**config.mk**
```make
export PLATFORM = sky130hd
export DESIGN_NAME = alu_operand_stage
export DESIGN_NICKNAME = d
export VERILOG_FILES = /design/src/rtl/alu_operand_stage.sv
export SDC_FILE = /design/constraint.sdc
export NUM_CORES = 1
export LEC_CHECK = 0
export CAP_MARGIN = 5
export CELL_PAD_IN_SITES_DETAIL_PLACEMENT = 1
export CELL_PAD_IN_SITES_GLOBAL_PLACEMENT = 2
export CORE_ASPECT_RATIO = 1.5
export CORE_MARGIN = 5
export CORE_UTILIZATION = 39
export CTS_CLUSTER_DIAMETER = 120
export CTS_CLUSTER_SIZE = 8
export DETAILED_ROUTE_END_ITERATION = 10
export HOLD_SLACK_MARGIN = 0.03
export PLACE_DENSITY_LB_ADDON = 0.1
export SYNTH_ARGS = -nofsm -noshare
export SYNTH_HDL_FRONTEND = slang
export SYNTH_SLANG_ARGS = --single-unit
```
**constraint.sdc**
```tcl
create_clock -name clk -period 28.4 [get_ports clk]
set_input_delay 4.26 -clock clk [delete_from_list [all_inputs] [get_ports clk]]
set_output_delay 4.26 -clock clk [all_outputs]
set_load 0.02 [all_outputs]
```
**src/rtl/alu_operand_stage.sv**
```systemverilog
// alu_operand_stage: operand fetch with bypassing, ALU operand/result registers and
// register-file retire for a combinational ALU; flags divide-by-zero on the way out.
module alu_operand_stage #(
   parameter int DATA_W = 32,
   parameter int NREG   = 16,
   parameter int REG_AW = 4
) (
   input  logic              clk,
   input  logic              rst,
   input  logic              flush,
   input  logic              in_valid,
   output logic              in_ready,
   input  logic [1:0]        in_op,
   input  logic [REG_AW-1:0] in_rd,
   input  logic [REG_AW-1:0] in_rs1,
   input  logic [REG_AW-1:0] in_rs2,
   input  logic              in_imm_en,
   input  logic [DATA_W-1:0] in_imm,
   output logic [DATA_W-1:0] alu_a,
   output logic [DATA_W-1:0] alu_b,
   output logic [1:0]        alu_op,
   input  logic [DATA_W-1:0] alu_result,
   output logic              out_valid,
   input  logic              out_ready,
   output logic [REG_AW-1:0] out_rd,
   output logic [DATA_W-1:0] out_data,
   output logic              out_divz
);
   logic              r_ex_valid, r_out_valid, r_out_divz;
   logic [REG_AW-1:0] r_ex_rd, r_out_rd;
   logic [1:0]        r_alu_op;
   logic [DATA_W-1:0] r_alu_a, r_alu_b, r_out_data;
   logic [DATA_W-1:0] r_rf [NREG];
   logic              w_w_adv, w_e_adv, w_accept, w_divz;
   logic [DATA_W-1:0] w_e_val, w_rs1_val, w_rs2_val;

   assign w_w_adv  = !r_out_valid || out_ready;
   assign w_e_adv  = !r_ex_valid || w_w_adv;
   assign in_ready = w_e_adv && !flush;
   assign w_accept = in_valid && in_ready;
   assign w_divz   = r_alu_op == 2'b11 && r_alu_b == '0;
   assign w_e_val  = w_divz ? '0 : alu_result;

   // Youngest producer wins: E stage, then W stage, then the register file.
   assign w_rs1_val = in_rs1 == '0 ? '0 :
                      (r_ex_valid && r_ex_rd == in_rs1) ? w_e_val :
                      (r_out_valid && r_out_rd == in_rs1) ? r_out_data : r_rf[in_rs1];
   assign w_rs2_val = in_imm_en ? in_imm : in_rs2 == '0 ? '0 :
                      (r_ex_valid && r_ex_rd == in_rs2) ? w_e_val :
                      (r_out_valid && r_out_rd == in_rs2) ? r_out_data : r_rf[in_rs2];

   always_ff @(posedge clk or posedge rst) begin
      if (rst) begin
         r_ex_valid  <= 1'b0;
         r_out_valid <= 1'b0;
         r_out_divz  <= 1'b0;
         r_ex_rd     <= '0;
         r_out_rd    <= '0;
         r_alu_op    <= '0;
         r_alu_a     <= '0;
         r_alu_b     <= '0;
         r_out_data  <= '0;
         for (int i = 0; i < NREG; i++) r_rf[i] <= '0;
      end else if (flush) begin
         r_ex_valid  <= 1'b0;
         r_out_valid <= 1'b0;
      end else begin
         if (w_e_adv) begin
            r_ex_valid <= w_accept;
            if (w_accept) begin
               r_alu_a  <= w_rs1_val;
               r_alu_b  <= w_rs2_val;
               r_alu_op <= in_op;
               r_ex_rd  <= in_rd;
            end
         end
         if (w_w_adv) begin
            r_out_valid <= r_ex_valid;
            if (r_ex_valid) begin
               r_out_data <= w_e_val;
               r_out_divz <= w_divz;
               r_out_rd   <= r_ex_rd;
            end
         end
         if (r_out_valid && out_ready && r_out_rd != '0) r_rf[r_out_rd] <= r_out_data;
      end
   end

   assign alu_a     = r_alu_a;
   assign alu_b     = r_alu_b;
   assign alu_op    = r_alu_op;
   assign out_valid = r_out_valid;
   assign out_rd    = r_out_rd;
   assign out_data  = r_out_data;
   assign out_divz  = r_out_divz;
endmodule

```
# Word-level counts from Yosys, hierarchy flattened
# Cells that the tools add are included.
[totals]
reg_bits = 621
latch_bits = 0
ram_bits = 0
rom_bits = 0
input_bits = 84
output_inout_bits = 105
elab_cells = 83
n_memories = 0
[classes]
n_addsub = 0
multipliers = 0
div = 0
order_cmp = 4
n_eq_ne = 5
shift = 0
mux = 21
bitwise = 4
n_reduce_logical = 24
[ops]
columns = ["cell", "count"]
rows = [
  ["bitwise mux 512 bit", 1],
  ["two-way mux 32 bit", 13],
  ["binary-select mux 32 bit (select 4 bit)", 2],
  ["demux 32 bit (select 4 bit)", 1],
  ["logical NOT 32 bit", 1],
  ["== test 4 bit", 4],
  [">= comparator 5 bit, second input constant", 3],
  ["inverter 4 -> 5 bit", 3],
  ["logical AND 1 bit", 10],
  ["logical NOT 4 bit", 2],
  ["AND reduction 3 bit", 2],
  ["less-than comparator 5 x 1 -> 1 bit, second input constant", 1],
  ["two-way mux 1 bit", 4],
  ["nonzero test 2 bit", 2],
  ["nonzero test 4 bit", 1],
  ["logical NOT 1 bit", 3],
  ["== test 2 bit, second input constant", 1],
  ["logical OR 1 bit", 2],
  ["AND reduction 2 bit", 1],
  ["inverter 1 bit", 1],
]

# Logic depth before layout (Yosys ltp)
[logic_depth]
ltp_word = 8
ltp_mapped = 9
mapped_depth_nobuf = 5

# Least setup slack after synthesis
# Ideal clock, no wire load.
[synth_timing]
path_type = "input to output"
from = "input port out_ready"
to = "output port in_ready"
t_arrival_ps = 4672
t_required_ps = 24140
path_slack_ps = 19468
stages = 2
path_buffers = 0
path_cell_list = "nor2b_1 -> a21oi_1"
[synth_between]
elab_chain_cells = 3
[synth_rtl]
columns = ["element", "line", "source"]
rows = [
  ["start: declaration", "24", "input logic out_ready,"],
  ["logical OR 1 bit", "37", "assign w_w_adv = !r_out_valid || out_ready;"],
  ["logical OR 1 bit", "38", "assign w_e_adv = !r_ex_valid || w_w_adv;"],
  ["logical AND 1 bit", "39", "assign in_ready = w_e_adv && !flush;"],
  ["end: declaration", "12", "output logic in_ready,"],
]
# Every way passes these cells.

# Final worst setup path
# Same ends and word-level chain as after synthesis.

==> flow_metrics.tcl <==
set metrics [dict create \
    p_leak_nw 16.35 \
    crit_type "in2out" \
    syn_area_per_cell_um2 14.23 \
    start_util_pct 39.06 \
    num_vias 22180 \
    final_cell_mix "dfrtp_1 (621), mux2_2 (463), mux4_2 (256)" \
    routed_wl_um 118300 \
    slew_viol_final 0 \
    firstDrtPassIters 7 \
    tightest_slew_ps 1113 \
    drtAntennaViolNets 0 \
    ctsResizeCount 0 \
    routedWlPerCell_um 33.99 \
    maxCapViolations 0 \
    grt_start_max_net_pins 142 \
    post-route-min-period_ps 9878 \
    rsz0062_at_grt "false" \
    core_area_um2 83440 \
    grt.total_usage_pct 26.37 \
    viasPerCell 6.373 \
    cellPowerDensity_nw_per_um2 63.43 \
    drc 0 \
    cts_setup_buffers 0 \
    slew_headroom_pct 25.10 \
    path_common_cell "clkdlybuf4s50_1" \
    cp.required_ps 24140 \
    dp_hpwl_um 66890 \
    port-buffer-count 188 \
    cts_buffers 87 \
    outcome "finished clean" \
    die_w_um 246.0 \
    num_io_pins 189 \
    cts-root-buf "clkbuf_16" \
    yosysSeqAreaShare_pct 47.68 \
    r2r_setup_slack_ps 24870 \
    die_h_um 364.1 \
    netlist_instances 2291 \
    nets 2432 \
    ir_drop_mv 0.04929 \
    area_growth_pct 15.13 \
    antenna_found_initial 7 \
    syn_nets 2375 \
    path_max_fanout 3 \
    final_common_cell "dfrtp_1" \
    setup_violations 0 \
    fin_crit_sh_pct 34.78 \
    dieArea_um2 89580 \
    finalHoldViolations 0 \
    syn_area_um2 32600 \
    hp-class "reg2reg" \
    worstSkewPairLatency_ps 630 \
    cp.arrival_ps 5620 \
    holdBufCountCts 0 \
    path_cells "clkdlybuf4s50_1 > nor2b_1 > a21oi_1 > clkdlybuf4s50_1" \
    synth_flop_cell "dfrtp_1" \
    yosysWarningCount 0 \
    place.gp.congestion 0.7583 \
    clock_skew_ps 14.08 \
    final_cell_count_no_fill 3480 \
    rows 130 \
    fmax_mhz 101.2 \
    cts_buffer_depth 3 \
    synth_cell_types 48 \
    async_reset_ff_share_pct 100.0 \
    tns_ps 0 \
    first_iter_violations 1307 \
    grt.overflow.total 0 \
    clkSlewWorstSetupHoldPaths_ps 50 \
    grt_pass1_vias 25070 \
    cts_tree "done" \
    synth_seq_cells 621 \
    grt_first_pass_wirelength_um 175100 \
    start_kind "input pin" \
    synth_edf_count 0 \
    cts_sinks 621 \
    dp_cells 3381 \
    htree_levels 3 \
    drive_above_1_share_pct 38.49 \
    critical_path.max_stage_delay_ps 630 \
    endpoint_kind "primary output" \
    slowest_stage "clkdlybuf4s50_1" \
]
cell usage after synthesis (2+ instances only):
cell / instances / area (um^2)
a211oi_1: 35 / 262.8
a21o_1: 32 / 240.2
a21oi_1: 33 / 165.2
a221oi_1: 32 / 280.3
a22o_1: 32 / 280.3
a22oi_1: 126 / 945.9
a32oi_1: 63 / 551.8
and3_1: 32 / 200.2
buf_2: 80 / 400.4
buf_4: 42 / 315.3
buf_6: 5 / 56.30
clkbuf_1: 139 / 521.8
dfrtp_1: 621 / 15540
inv_1: 4 / 15.01
mux2_1: 20 / 225.2
mux2_2: 463 / 5214
mux2i_1: 32 / 320.3
mux4_2: 256 / 5766
nand2_1: 97 / 364.1
nand2b_1: 4 / 25.02
nand3_1: 66 / 330.3
nand3b_1: 3 / 22.52
nand4_1: 2 / 12.51
nor2_1: 12 / 45.04
nor2_4: 3 / 33.78
nor2b_1: 10 / 62.56
nor3_2: 2 / 20.02
nor4_1: 9 / 56.30
nor4_2: 2 / 25.02
nor4_4: 2 / 42.54
o21ai_0: 5 / 25.02
xnor2_1: 4 / 35.03
xor2_1: 8 / 70.07
logic make-up (layout without fill, tap and decap cells):
logic type,count (synthesis),after routing,share of synthesized area [%]
multiplexers,771,771,35.36
buffers and inverters,271,334,4.027
other,0,4,0
AND/OR/NAND/NOR,254,254,4.057
XOR/XNOR,13,13,0.3724
flip-flops,621,621,47.68
AO/OA/AOI/OAI,361,361,8.510
worst max-delay path: cells and delay by family:
kind	cells	cell delay, ps
buffers and inverters	2	1120
AOI/OAI and AO/OA	1	160
and+or+nand+nor	1	80
state kept, by name, summed over array words and instances, names as in the netlist:
register,flops
out_valid,1
r_rf,512
alu_b,32
r_ex_valid,1
out_data,32
alu_a,32
out_rd,4
r_ex_rd,4
alu_op,2
out_divz,1
cell type report:
type | count | area [um^2]
fillers | 8209 | 45920
multi-input cells | 1399 | 15920
repair buffers | 235 | 2277
diodes | 4 | 10.01
clock inverters | 2 | 25.02
inverters | 4 | 22.52
well taps | 1122 | 1404
clock buffers | 93 | 2327
flip-flops and latches | 621 | 15540
per-layer routing:
layer | up-vias | wire (um) | track usage [%]
met2 | 719 | 61670 | 46.69
met4 | 0 | 4328 | 9.938
met1 | 12190 | 47010 | 32.80
li1 | 9029 | - | -
met5 | - | 0 | 0
met3 | 237 | 5282 | 3.791
final timing paths:
kind | cells past startpoint | startpoint | end
worst max-delay path | 4 | out_ready | in_ready
worst min-delay path | 0 | r_rf[485]$_DFFE_PP0P_ | r_rf[485]$_DFFE_PP0P_
worst max register to register | 6 | alu_b[17]$_DFFE_PP0P_ | alu_b[30]$_DFFE_PP0P_
worst min register to register | 0 | r_rf[485]$_DFFE_PP0P_ | r_rf[485]$_DFFE_PP0P_
max in group asynchronous | 4 | rst | out_data[26]$_DFFE_PP0P_
min in group asynchronous | 2 | rst | r_rf[237]$_DFFE_PP0P_
metrics by stage:
step           setup slack, ps  total power [mW]  utilization (%)  area, um^2  hold WS [ps]
2_1_floorplan             6750             1.281                -       32600         441.3
3_3_place_gp             18460             1.420            42.14       35160         376.9
3_5_place_dp             18530             1.440            42.14       35160         383.9
4_1_cts                  18520             2.411            44.96       37520         395.1
5_1_grt                  18480             2.475            44.97       37530         409.1
6_report                 18520             2.380            44.97       37530         390.7
power breakdown:
group	switching, mW	internal [mW]	total (mW)
combinational	0.177	0.178	0.355
clock	0.388	0.569	0.957
sequential	0.107	0.961	1.07
total	0.672	1.71	2.38
(Power assumes the default switching activity.)
